## config.mk

```make
export PLATFORM = sky130hd
export DESIGN_NAME = sum_splitter
export DESIGN_NICKNAME = d
export VERILOG_FILES = /design/src/rtl/sum_splitter.sv
export SDC_FILE = /design/constraint.sdc
export NUM_CORES = 1
export LEC_CHECK = 0
export CELL_PAD_IN_SITES_DETAIL_PLACEMENT = 0
export CELL_PAD_IN_SITES_GLOBAL_PLACEMENT = 2
export CORE_ASPECT_RATIO = 1.1
export CORE_MARGIN = 8
export CORE_UTILIZATION = 29
export DETAILED_ROUTE_END_ITERATION = 10
export GPL_ROUTABILITY_DRIVEN = 0
export HOLD_SLACK_MARGIN = 0.05
export PLACE_DENSITY = 0.81
export SLEW_MARGIN = 20
export SYNTH_ARGS = -nofsm -noshare
export SYNTH_HDL_FRONTEND = slang
export SYNTH_SLANG_ARGS = --single-unit
```

## constraint.sdc

```tcl
create_clock -name clk_i -period 2.3 [get_ports clk_i]
set_input_delay 0.46 -clock clk_i [delete_from_list [all_inputs] [get_ports clk_i]]
set_output_delay 0.46 -clock clk_i [all_outputs]
set_load 0.01 [all_outputs]
```

## src/rtl/sum_splitter.sv

```systemverilog
// sum_splitter: splits one SUM_W-bit total into NUM_OPS serial OP_W-bit operands
// whose sum equals the total. A bit-serial restoring divider (SUM_W cycles)
// produces quotient q and remainder r. Operand k is q+1 for k<r, otherwise q.
// Optional feature macro: SPLIT_SAT_EN. When it is defined, an out-of-range total
// is clamped to MAXSUM and split. When it is undefined, the total is dropped.
// In both cases err_o pulses for one cycle.
module sum_splitter #(
    parameter int unsigned SUM_W   = 8,
    parameter int unsigned OP_W    = 6,
    parameter int unsigned NUM_OPS = 4,
    parameter int unsigned IDX_W   = $clog2(NUM_OPS)
) (
    input  logic             clk_i,
    input  logic             rst_i,
    input  logic [SUM_W-1:0] sum_i,
    input  logic             sum_valid_i,
    output logic             sum_ready_o,
    output logic [OP_W-1:0]  op_o,
    output logic [IDX_W-1:0] op_idx_o,
    output logic             op_last_o,
    output logic             op_valid_o,
    input  logic             op_ready_i,
    output logic             err_o
);

    localparam int unsigned REM_W  = IDX_W + 1;
    localparam int unsigned CNT_W  = $clog2(SUM_W + 1);
    localparam int unsigned MAXSUM = NUM_OPS * ((1 << OP_W) - 1);

    localparam logic [REM_W-1:0] DIVISOR  = REM_W'(NUM_OPS);
    localparam logic [IDX_W-1:0] LAST_IDX = IDX_W'(NUM_OPS - 1);
    localparam logic [CNT_W-1:0] LAST_CNT = CNT_W'(SUM_W - 1);

    typedef enum logic [1:0] {
        S_IDLE,
        S_ERR,
        S_DIV,
        S_EMIT
    } state_t;

    state_t             state, state_nxt;
    logic [SUM_W-1:0]   quo, quo_nxt;
    logic [REM_W-1:0]   rem, rem_nxt;
    logic [CNT_W-1:0]   cnt, cnt_nxt;
    logic               sum_ready_nxt;
    logic [OP_W-1:0]    op_nxt;
    logic [IDX_W-1:0]   idx_nxt;
    logic               last_nxt;
    logic               valid_nxt;
    logic               err_nxt;

    logic [REM_W-1:0]   rem_sh;
    logic               q_bit;
    logic [REM_W-1:0]   rem_step;
    logic [SUM_W-1:0]   quo_step;
    logic [31:0]        sum_wide;
    logic               in_range;
    logic [IDX_W-1:0]   idx_inc;

    // Operand value for index k: the quotient, plus one on the lowest r indices.
    function automatic logic [OP_W-1:0] operand(input logic [SUM_W-1:0] q,
                                                input logic [REM_W-1:0] r,
                                                input logic [IDX_W-1:0] k);
        logic [OP_W-1:0] extra;
        extra = ({1'b0, k} < r) ? OP_W'(1) : '0;
        return OP_W'(q) + extra;
    endfunction

    // Next-state, divider step and registered-output next values.
    always_comb begin
        state_nxt     = state;
        quo_nxt       = quo;
        rem_nxt       = rem;
        cnt_nxt       = cnt;
        sum_ready_nxt = sum_ready_o;
        op_nxt        = op_o;
        idx_nxt       = op_idx_o;
        last_nxt      = op_last_o;
        valid_nxt     = op_valid_o;
        err_nxt       = 1'b0;

        // The dividend register shifts out MSB-first and fills with quotient bits.
        rem_sh   = {rem[REM_W-2:0], quo[SUM_W-1]};
        q_bit    = (rem_sh >= DIVISOR);
        rem_step = q_bit ? (rem_sh - DIVISOR) : rem_sh;
        quo_step = {quo[SUM_W-2:0], q_bit};

        sum_wide = 32'(sum_i);
        in_range = (sum_wide <= MAXSUM);
        idx_inc  = op_idx_o + IDX_W'(1);

        case (state)
            S_IDLE: begin
                if (sum_valid_i && sum_ready_o) begin
                    sum_ready_nxt = 1'b0;
                    rem_nxt       = '0;
                    cnt_nxt       = '0;
                    if (in_range) begin
                        quo_nxt   = sum_i;
                        state_nxt = S_DIV;
                    end else begin
                        err_nxt = 1'b1;
`ifdef SPLIT_SAT_EN
                        quo_nxt   = SUM_W'(MAXSUM);
                        state_nxt = S_DIV;
`else
                        state_nxt = S_ERR;
`endif
                    end
                end
            end
            S_ERR: begin
                sum_ready_nxt = 1'b1;
                state_nxt     = S_IDLE;
            end
            S_DIV: begin
                quo_nxt = quo_step;
                rem_nxt = rem_step;
                cnt_nxt = cnt + CNT_W'(1);
                if (cnt == LAST_CNT) begin
                    // The first operand is formed from the final step's result so
                    // that op_valid_o rises right after the last DIV cycle.
                    state_nxt = S_EMIT;
                    valid_nxt = 1'b1;
                    idx_nxt   = '0;
                    op_nxt    = operand(quo_step, rem_step, '0);
                    last_nxt  = 1'b0;
                end
            end
            S_EMIT: begin
                if (op_ready_i) begin
                    if (op_idx_o == LAST_IDX) begin
                        state_nxt     = S_IDLE;
                        valid_nxt     = 1'b0;
                        sum_ready_nxt = 1'b1;
                        op_nxt        = '0;
                        idx_nxt       = '0;
                        last_nxt      = 1'b0;
                    end else begin
                        idx_nxt  = idx_inc;
                        op_nxt   = operand(quo, rem, idx_inc);
                        last_nxt = (idx_inc == LAST_IDX);
                    end
                end
            end
            default: state_nxt = S_IDLE;
        endcase
    end

    // State, datapath and output registers with synchronous reset.
    always_ff @(posedge clk_i) begin
        if (rst_i) begin
            state       <= S_IDLE;
            quo         <= '0;
            rem         <= '0;
            cnt         <= '0;
            sum_ready_o <= 1'b1;
            op_o        <= '0;
            op_idx_o    <= '0;
            op_last_o   <= 1'b0;
            op_valid_o  <= 1'b0;
            err_o       <= 1'b0;
        end else begin
            state       <= state_nxt;
            quo         <= quo_nxt;
            rem         <= rem_nxt;
            cnt         <= cnt_nxt;
            sum_ready_o <= sum_ready_nxt;
            op_o        <= op_nxt;
            op_idx_o    <= idx_nxt;
            op_last_o   <= last_nxt;
            op_valid_o  <= valid_nxt;
            err_o       <= err_nxt;
        end
    end

endmodule

```

# Word level (Yosys, flattened, before mapping)
# Cells that the tools add are included.
# Widths: inputs -> output; s select.
dict set report word_totals {
  register_bits 29
  inputBits 12
  out_inout_bits 12
  wordCells 81
}
dict set report classes {
  addsub 5
  n_lt_le_gt_ge 4
  eq_ne 11
  muxes 37
  bitwise 2
  n_reduce_logical 12
}
# cell count
set ops {}
lappend ops {{$mux 6} 3}
lappend ops {{$mux 2} 8}
lappend ops {{$mux 8} 2}
lappend ops {{$pmux 8 s2} 1}
lappend ops {{$add 6x1->6} 2}
lappend ops {{$mux 1} 12}
lappend ops {{$pmux 6 s2} 1}
lappend ops {{$reduce_and 4->1} 3}
lappend ops {{$ne 2x2->1 const B} 5}
lappend ops {{$eq 2x2->1 const B} 4}
lappend ops {{$le 8x8->1 const B} 1}
lappend ops {{$pmux 2 s4} 1}
lappend ops {{$pmux 4 s2} 1}
lappend ops {{$mux 3} 2}
lappend ops {{$pmux 3 s2} 1}
lappend ops {{$reduce_and 3->1} 2}
lappend ops {{$add 4x1->4 const B} 1}
lappend ops {{$eq 4x3->1 const B} 1}
lappend ops {{$mux 4} 1}
lappend ops {{$pmux 1 s2} 2}
lappend ops {{$pmux 2 s2} 1}
lappend ops {{$reduce_bool 2->1} 2}
lappend ops {{$ge 3x3->1 const B} 1}
lappend ops {{$lt 1x3->1 const A} 1}
lappend ops {{11 further kinds} 12}

# Longest topological paths before layout
# Gate-level depths: netlist of run 1.
dict set report logic_depth {
  ltp_word 7
  mapped_depth 12
  mapped_depth_nobuf 12
}

# Least setup slack after synthesis of run 1
# Ideal clock, no wire load.
dict set report synth_timing {
  path_kind {register -> register}
  start {reg op_idx_o[0]}
  end {reg op_o[4]}
  arrival_ns 2.239
  path_slack_ns -0.073
  stages_incl_launch_ff 13
  path_buffers 0
  synth_period_minus_slack_ns 2.373
  path_cell_list {dfxtp_1 -> inv_1 -> ha_1 -> inv_1 -> ha_1 -> a21oi_1 -> or2_2 -> ha_1 -> ha_1 -> nand3_1 -> xnor2_1 -> a221oi_1 -> nor3_1}
}
dict set report synth_via {
  elab_chain_len 7
  elab_cells_between_ends 8
  classes_between {add/sub: 2; order compare: 1; eq/ne: 1; mux: 4}
}
# element line
set synth_rtl {}
lappend synth_rtl {{from (decl)} 19} ;# output logic [IDX_W-1:0] op_idx_o,
lappend synth_rtl {{from (signal assigned)} 170} ;# op_idx_o <= idx_nxt;
lappend synth_rtl {{$add 2x1->2} 90} ;# idx_inc = op_idx_o + IDX_W'(1);
lappend synth_rtl {{$lt 2x3->1} 65} ;# extra = ({1'b0, k} < r) ? OP_W'(1) : '0;
lappend synth_rtl {{$mux 1} 65}
lappend synth_rtl {{$add 6x1->6} 66} ;# return OP_W'(q) + extra;
lappend synth_rtl {{$mux 6 (*)} 132} ;# if (op_idx_o == LAST_IDX) begin
lappend synth_rtl {{$mux 6 (*)} 131} ;# if (op_ready_i) begin
lappend synth_rtl {{$pmux 6 s2 (*)} 92} ;# case (state)
lappend synth_rtl {{to (signal assigned)} 169} ;# op_o <= op_nxt;
lappend synth_rtl {{to (decl)} 18} ;# output logic [OP_W-1:0] op_o,
# Mark *: on every way between the ends. The rest lies on a longest branch, timed or not. The select of a mux whose other input is x is not followed.
# A chain may end at the register's enable or synchronous reset.

# Worst setup path after layout of run 1
# Same ends and word-level chain as after synthesis.

==> results of run 1 <==
==> synth_stat cells, types with 3 or more instances <==
library cell,number,area (sq um)
a21oi_1,8,40.04
dfxtp_1,29,580.6
xnor2_1,4,35.03
nand3_1,8,40.04
and3b_1,3,26.28
a221oi_2,8,120.1
nand4_1,4,25.02
nor2b_1,8,50.05
ha_1,8,100.1
clkbuf_1,6,22.52
nor2_1,18,67.56
a211oi_1,10,75.07
nand2_1,12,45.04
buf_2,6,30.03
inv_1,11,41.29
a22oi_1,6,45.04
nor3_1,5,25.02
==> cell type report <==
type                    instances  area (sq um)  share of cell area [%]
multi-input cells             134          1037                   47.86
flip-flops and latches         29         584.3                   26.96
clock inverters                 1         5.005                  0.2309
inverters                      12         45.04                   2.079
clock buffers                   7         96.34                   4.446
repair buffers                 31         302.8                   13.97
well taps                      77         96.34                   4.446
==> power by group through the flow <==
| stage | Combinational, mW | Clock, mW | Sequential (mW) |
|---|---|---|---|
| 2_1_floorplan | 0.138 | 0 | 0.555 |
| 3_3_place_gp | 0.183 | 0 | 0.573 |
| 3_5_place_dp | 0.184 | 0 | 0.572 |
| 4_1_cts | 0.185 | 0.491 | 0.561 |
| 5_1_grt | 0.207 | 0.514 | 0.568 |
| 6_report | 0.186 | 0.469 | 0.563 |
==> path summary, 6_finish.rpt <==
path | startpoint | end | depth (start not counted)
min | op_last_o | op_last_o | 2
max reg2reg | op_idx_o[0] | op_o[4] | 12
min reg2reg | op_last_o | op_last_o | 2
max | op_idx_o[0] | op_o[4] | 12
==> per-stage QoR <==
stage                     std cells  utilization (%)
after CTS                       291            37.44
after global placement          283            35.61
final                           291            38.28
after global routing            291            38.28
after floorplan                 187                -
after detailed placement        283            35.61
==> logic make-up after synthesis <==
family	Yosys count	synth area share, %
AND/OR/NAND/NOR	68	21.49
multiplexers	3	1.953
flip-flops	29	34.86
AO/OA/AOI/OAI	49	26.67
adder cells (fa/ha/maj)	8	6.011
buffers and inverters	24	5.860
XOR/XNOR	6	3.155
==> tightest hold or removal path: stages, from the launching register on <==
cell     delay (ns)
dfxtp_1        0.31
nand2_1        0.05
a21oi_1        0.05
==> per-layer routing <==
layer / GRT usage, % / share of wire (%) / vias to the layer above
met1: 11.31 / 45 / 689
met5: 0 / 0 / -
met3: 2.759 / 2.9 / 5
met4: 4.231 / 1.2 / 0
li1: - / - / 734
met2: 18.38 / 51 / 14
==> registers in the layout (all words and copies together) (netlist names) <==
| signal | flops |
|---|---|
| cnt | 4 |
| err_o | 1 |
| op_idx_o | 2 |
| op_last_o | 1 |
| op_o | 6 |
| op_valid_o | 1 |
| quo | 8 |
| rem | 3 |
| state | 2 |
| sum_ready_o | 1 |
==> timing repair <==
action	4_1_cts	5_1_grt
pin swaps	1	1
gates cloned	0	0
gates resized for setup	1	8
hold buffers	0	0
endpoints found under the setup margin	1	4
==> metrics.md, run 1 <==
| Metric | Value |
|---|---|
| Run status | `complete, no violations` |
| Sequential element share of the synthesized area | `34.86%` |
| Part of the power in registers | `46.3%` |
| Switching Power | `0.3287 mW` |
| Worst slew margin relative to its limit | `73.43%` |
| Combinational share of power | `15.3%` |
| Post-route fraction of the period consumed by the critical path | `94.95%` |
| Placed Area | `2016 sq um` |
| Number of setup violations in the final report | `0` |
| Switching fraction of total power | `26.98%` |
| Timing-limited maximum frequency | `457.9 MHz` |
| Type of the most critical hold path | `reg -> reg` |
| Placeable core area | `5660 sq um` |
| Initial antenna violation count | `0` |
| Flops & latches, synth | `29` |
| Global-route total usage across every layer | `10.34%` |
| Maximum number of pins on one net before global-route repair | `31` |
| Internal | `0.8894 mW` |
| Commonest cells after routing, fill and taps aside | `dfxtp_1, clkdlybuf4s50_1, nor2_1` |
| Post-Synthesis Net Count | `207` |
| Number of routed nets with antenna violations | `0` |
| Wire length after detailed routing | `3993 um` |
| Number of max-slew violations in the final report | `0` |
| Cell at the root of the clock tree | `clkbuf_8` |
| Number of buffers added on ports | `23` |
| Number of sinks driven by the clock tree | `29` |
| Clk slew on worst S/H paths | `0.06 ns` |
| Vias in the first global route | `1489` |
| Most instantiated flip-flop cell in the synthesis netlist | `dfxtp_1` |
| Critical path arrival | `2.35 ns` |
| Most common cell after layout, fill and taps aside | `dfxtp_1` |
| Launching element type of the critical path | `flop` |
| Unrepaired setup endpoints after global routing | `false` |
| CTS H-Tree Depth | `2` |
| Worst hold margin | `0.4538 ns` |
| Type of the worst setup path | `reg -> reg` |
| Bufs and invs on worst path | `2` |
| Post-CTS Repair Setup Buffers | `0` |
| DRC violations left | `0` |
| Area enclosed by the die boundary | `8427 sq um` |
| Share of synthesized registers carrying an async set or reset | `0%` |
| Accumulated negative setup slack | `0 ns` |
| Crit path max-delay family | `adder cells` |
| Max Root-Sink Buffers | `2` |
| Tmin final | `2.184 ns` |
| ANT cells | `0` |
| Post-synth design cell area | `1665 sq um` |
| Clock tree from TritonCTS | `yes` |
| FILL cells | `606` |
| Post-Route Skew | `0.005030 ns` |
| Cts bufs inserted | `5` |
| DRC violation total after the first TritonRoute iteration | `86` |
| Wire length of the first global-routing pass | `6803 um` |
| Number of maximum-capacitance constraint violations | `0` |
| Source-to-sink clock delay at the later pin of the worst-skew pair | `0.28 ns` |
| List of cells traversed by the critical path | `inv_1 > ha_1 > inv_1 > ha_1 > a21oi_2 > or2_4 > ha_4 > ha_4 > nand3_2 > xnor2_2 > a221oi_2 > nor3_1` |
| Die width | `88.26 um` |
| Wire per inst | `13.72 um` |
| Areal power density over the cells | `562.1 nW/um^2` |
| Ys Warns | `0` |
| Boundary Pins | `24` |
| Final standard cell area without fillers | `2167 sq um` |
| Register-to-register setup slack | `0.12 ns` |
| Starting density of the core | `29.42%` |
| Count of distinct cell types in the synthesized netlist | `43` |
| Actual slew at the worst max-slew pin | `0.3980 ns` |
| Critical Path Max Stage Delay | `0.34 ns` |
| Share of post-route cells with drive strength above 1 | `19.63%` |
| Final global-route overflow total | `0` |
| EDFF count, synth | `0` |
| Row cnt | `29` |
| Total count of hold-check failures in the final report | `0` |
| Power Total | `1.218 mW` |
| Detailed-route via count | `1442` |
| Type of destination of the critical path | `flop` |
| Net count of the finished layout | `233` |
| Detailed Place HPWL | `2897 um` |
| Post-route worst setup slack | `0.1161 ns` |
| Largest fanout of any net on the critical path | `2` |
| Post-synthesis area per instance | `8.906 sq um` |
| Synthesis-to-finish area growth | `30.13%` |
| Max stage delay cell, worst path | `dfxtp_4` |
| Clock group share of total power | `38.5%` |
| Die height | `95.48 um` |
| Vias per inst | `4.955` |
| DRT Pass-1 Iters | `3` |
| Worst Path Required | `2.47 ns` |
| Cell count after synthesis | `187` |
| Worst slack at placement | `-0.03501 ns` |
| P_leak | `0.7965 nW` |
| Maximum vdd ir drop | `0.2435 mV` |
No activity file was read; power rests on OpenSTA's default activity.
==> run 2, diff against run 1 <==
CORE_UTILIZATION = 35   (was 29)
PLACE_DENSITY = 0.9   (was 0.81)
clock period = 2.53 ns   (was 2.3 ns; I/O delays follow)
==> run 2 against run 1 <==
Compared with the run above: critical path depth unchanged; count of clock-buffer cells in the layout decreased by 1; critical path type unchanged; sequential power decreased by 9.4%.
==> metrics.md, run 2 (synthesis gave the netlist of run 1 again) <==
| Metric | Value |
|---|---|
| Wire per inst | `13.82 um (was 13.72 um)` |
| Register-to-register setup slack | `0.19 ns (was 0.12 ns)` |
| Net count of the finished layout | `229 (was 233)` |
| Type of destination of the critical path | `flop (unchanged)` |
| Final global-route overflow total | `0 (unchanged)` |
| Launching element type of the critical path | `flop (unchanged)` |
| Commonest cells after routing, fill and taps aside | `dfxtp_1, clkdlybuf4s50_1, nor2_1 (unchanged)` |
| Cell at the root of the clock tree | `clkbuf_8 (unchanged)` |
| Number of gates resized after CTS | `0 (was 1)` |
| Synthesis-to-finish area growth | `21.64% (was 30.13%)` |
| Worst hold margin | `0.4560 ns (was 0.4538 ns)` |
| Number of max-slew violations in the final report | `0 (unchanged)` |
| Post-Route Skew | `0.005396 ns (was 0.005030 ns)` |
| Post-route fraction of the period consumed by the critical path | `92.41% (was 94.95%)` |
| Timing-limited maximum frequency | `427.7 MHz (was 457.9 MHz)` |
| Cell count after placement | `258 (was 283)` |
| List of cells traversed by the critical path | `inv_1 > ha_1 > inv_1 > ha_1 > a21oi_1 > or2_2 > ha_1 > ha_1 > nand3_1 > xnor2_1 > a221oi_1 > nor3_1 (was inv_1 > ha_1 > inv_1 > ha_1 > a21oi_2 > or2_4 > ha_4 > ha_4 > nand3_2 > xnor2_2 > a221oi_2 > nor3_1)` |
| Worst slack at placement | `0.1794 ns (was -0.03501 ns)` |
| Placeable core area | `4619 sq um (was 5660 sq um)` |
| Vias in the first global route | `1391 (was 1489)` |
| Register ranked first by flip-flop count | `quo (unchanged)` |
| Type of the most critical hold path | `reg -> reg (unchanged)` |
| Unrepaired setup endpoints after global routing | `false (unchanged)` |
| Maximum number of pins on one net before global-route repair | `31 (unchanged)` |
| P_leak | `0.7554 nW (was 0.7965 nW)` |
| Max Root-Sink Buffers | `2 (unchanged)` |
| Number of buffers inserted for hold repair after clock tree synthesis | `0 (unchanged)` |
| DRC violations left | `0 (unchanged)` |
| Worst Path Required | `2.69 ns (was 2.47 ns)` |
| Starting density of the core | `36.05% (was 29.42%)` |
| ANT cells | `0 (unchanged)` |
| Number of maximum-capacitance constraint violations | `0 (unchanged)` |
| Number of buffers added on ports | `23 (unchanged)` |
| Post-route worst setup slack | `0.1919 ns (was 0.1161 ns)` |
| Vias per inst | `5.263 (was 4.955)` |
| CTS H-Tree Depth | `2 (unchanged)` |
| Clk slew on worst S/H paths | `0.06 ns (about the same)` |
| Source-to-sink clock delay at the later pin of the worst-skew pair | `0.28 ns (about the same)` |
| Crit path launch | `op_idx_o[0] (unchanged)` |
| Worst slew margin relative to its limit | `76.01% (was 73.43%)` |
| Most common cell after layout, fill and taps aside | `dfxtp_1 (unchanged)` |
| Non-filler instance count after layout | `266 (was 291)` |
| Top flop regs | `quo x8, op_o x6, cnt x4 (unchanged)` |
| Largest fanout of any net on the critical path | `2 (unchanged)` |
| Detailed-route via count | `1400 (was 1442)` |
| Initial antenna violation count | `0 (unchanged)` |
| Die width | `81.77 um (was 88.26 um)` |
| Critical Path Max Stage Delay | `0.32 ns (was 0.34 ns)` |
| R2R Path Start | `op_idx_o[0] (unchanged)` |
| Final standard cell area without fillers | `2026 sq um (was 2167 sq um)` |
| Placed Area | `1943 sq um (was 2016 sq um)` |
| Share of post-route cells with drive strength above 1 | `14.29% (was 19.63%)` |
| Total count of hold-check failures in the final report | `0 (unchanged)` |
| Wire length after detailed routing | `3675 um (was 3993 um)` |
| Number of sinks driven by the clock tree | `29 (unchanged)` |
| Global-route total usage across every layer | `11.17% (was 10.34%)` |
| Areal power density over the cells | `511.5 nW/um^2 (was 562.1 nW/um^2)` |
| Detailed Place HPWL | `2656 um (was 2897 um)` |
| Cts bufs inserted | `5 (unchanged)` |
| Boundary Pins | `24 (unchanged)` |
| Max stage delay cell, worst path | `dfxtp_1 (was dfxtp_4)` |
| DRC violation total after the first TritonRoute iteration | `47 (was 86)` |
| Clock tree from TritonCTS | `yes (unchanged)` |
| Endpoint of the most critical setup path | `op_o[4] (unchanged)` |
| Reg2reg end | `op_o[4] (unchanged)` |
| Tmin final | `2.338 ns (was 2.184 ns)` |
| Actual slew at the worst max-slew pin | `0.3598 ns (was 0.3980 ns)` |
| Length in cells of the worst reg-to-reg path | `12 (unchanged)` |
| Post-CTS Repair Setup Buffers | `0 (unchanged)` |
| Die height | `88.35 um (was 95.48 um)` |
| Row cnt | `26 (was 29)` |
| Maximum vdd ir drop | `0.2850 mV (was 0.2435 mV)` |
| Number of setup violations in the final report | `0 (unchanged)` |
| Type of the worst setup path | `reg -> reg (unchanged)` |
| Area enclosed by the die boundary | `7224 sq um (was 8427 sq um)` |
| Number of routed nets with antenna violations | `0 (unchanged)` |
| Largest register FFs | `8 (unchanged)` |
| Accumulated negative setup slack | `0 ns (unchanged)` |
| Most used cell along the critical path | `ha_1` |
| Run status | `complete, no violations (unchanged)` |
| Critical path arrival | `2.50 ns (was 2.35 ns)` |
| Wire length of the first global-routing pass | `6320 um (was 6803 um)` |
| DRT Pass-1 Iters | `4 (was 3)` |
[run 2: cell types whose count changed in the layout (fill, tap and decap cells not counted), moves of 2 or more]
| cell | change |
|---|---|
| ha_1 | +2 |
| clkbuf_8 | -2 |
| ha_4 | -2 |
| buf_4 | -3 |
[run 2: power by group]
part / internal (mW) / switching, mW / leakage [nW] / total, mW
clock network: 0.190 / 0.176 / 0.0450 / 0.366
logic: 0.0796 / 0.0810 / 0.474 / 0.161
registers: 0.478 / 0.0315 / 0.237 / 0.510
total: 0.748 / 0.288 / 0.755 / 1.04
[run 2: metrics by stage]
stage	power [mW]	utilization (%)
final	1.036	43.85
after floorplan	0.6310	-
after global routing	1.097	43.85
after CTS	1.055	43.85
after detailed placement	0.6815	42.06
after global placement	0.6820	42.06
[run 2: worst min path at each step]
stage	slack [ns]	end	cells after the start	start
global route	0.49	op_last_o	2	op_last_o
finish	0.46	op_last_o	2	op_last_o
floorplan	0.44	quo[6]	2	quo[6]
detailed placement	0.45	op_o[2]	2	op_o[2]
CTS	0.46	op_o[2]	2	op_o[2]
global placement	0.45	op_last_o	2	op_last_o
[run 2: layout make-up]
class / instances / area, sq um
Sequential cell: 29 / 580.6
Multi-Input combinational cell: 134 / 987.2
Tap cell: 56 / 70.07
Inverter: 12 / 45.04
Timing Repair Buffer: 27 / 260.3
Fill cell: 483 / 2594
Clock buffer: 6 / 72.57
Clock inverter: 2 / 10.01
[run 2: routing by layer]
layer  vias up  track usage (%)  part of all wire, %
li1        720                -                    -
met1       659            12.06                   44
met2        16            19.25                   50
met3         5            4.675                  5.1
met4         0            3.355                 0.65
met5         -                0                    0
[run 2: critical path, delay by kind of cell (launching register included)]
kind	cells	cell delay [ns]
and+or+nand+nor	3	0.45
DFF	1	0.32
xor gates and xnor gates	1	0.07
adders and majority gates	4	0.94
buffers and inverters	2	0.10
AOI/OAI and AO/OA	2	0.34
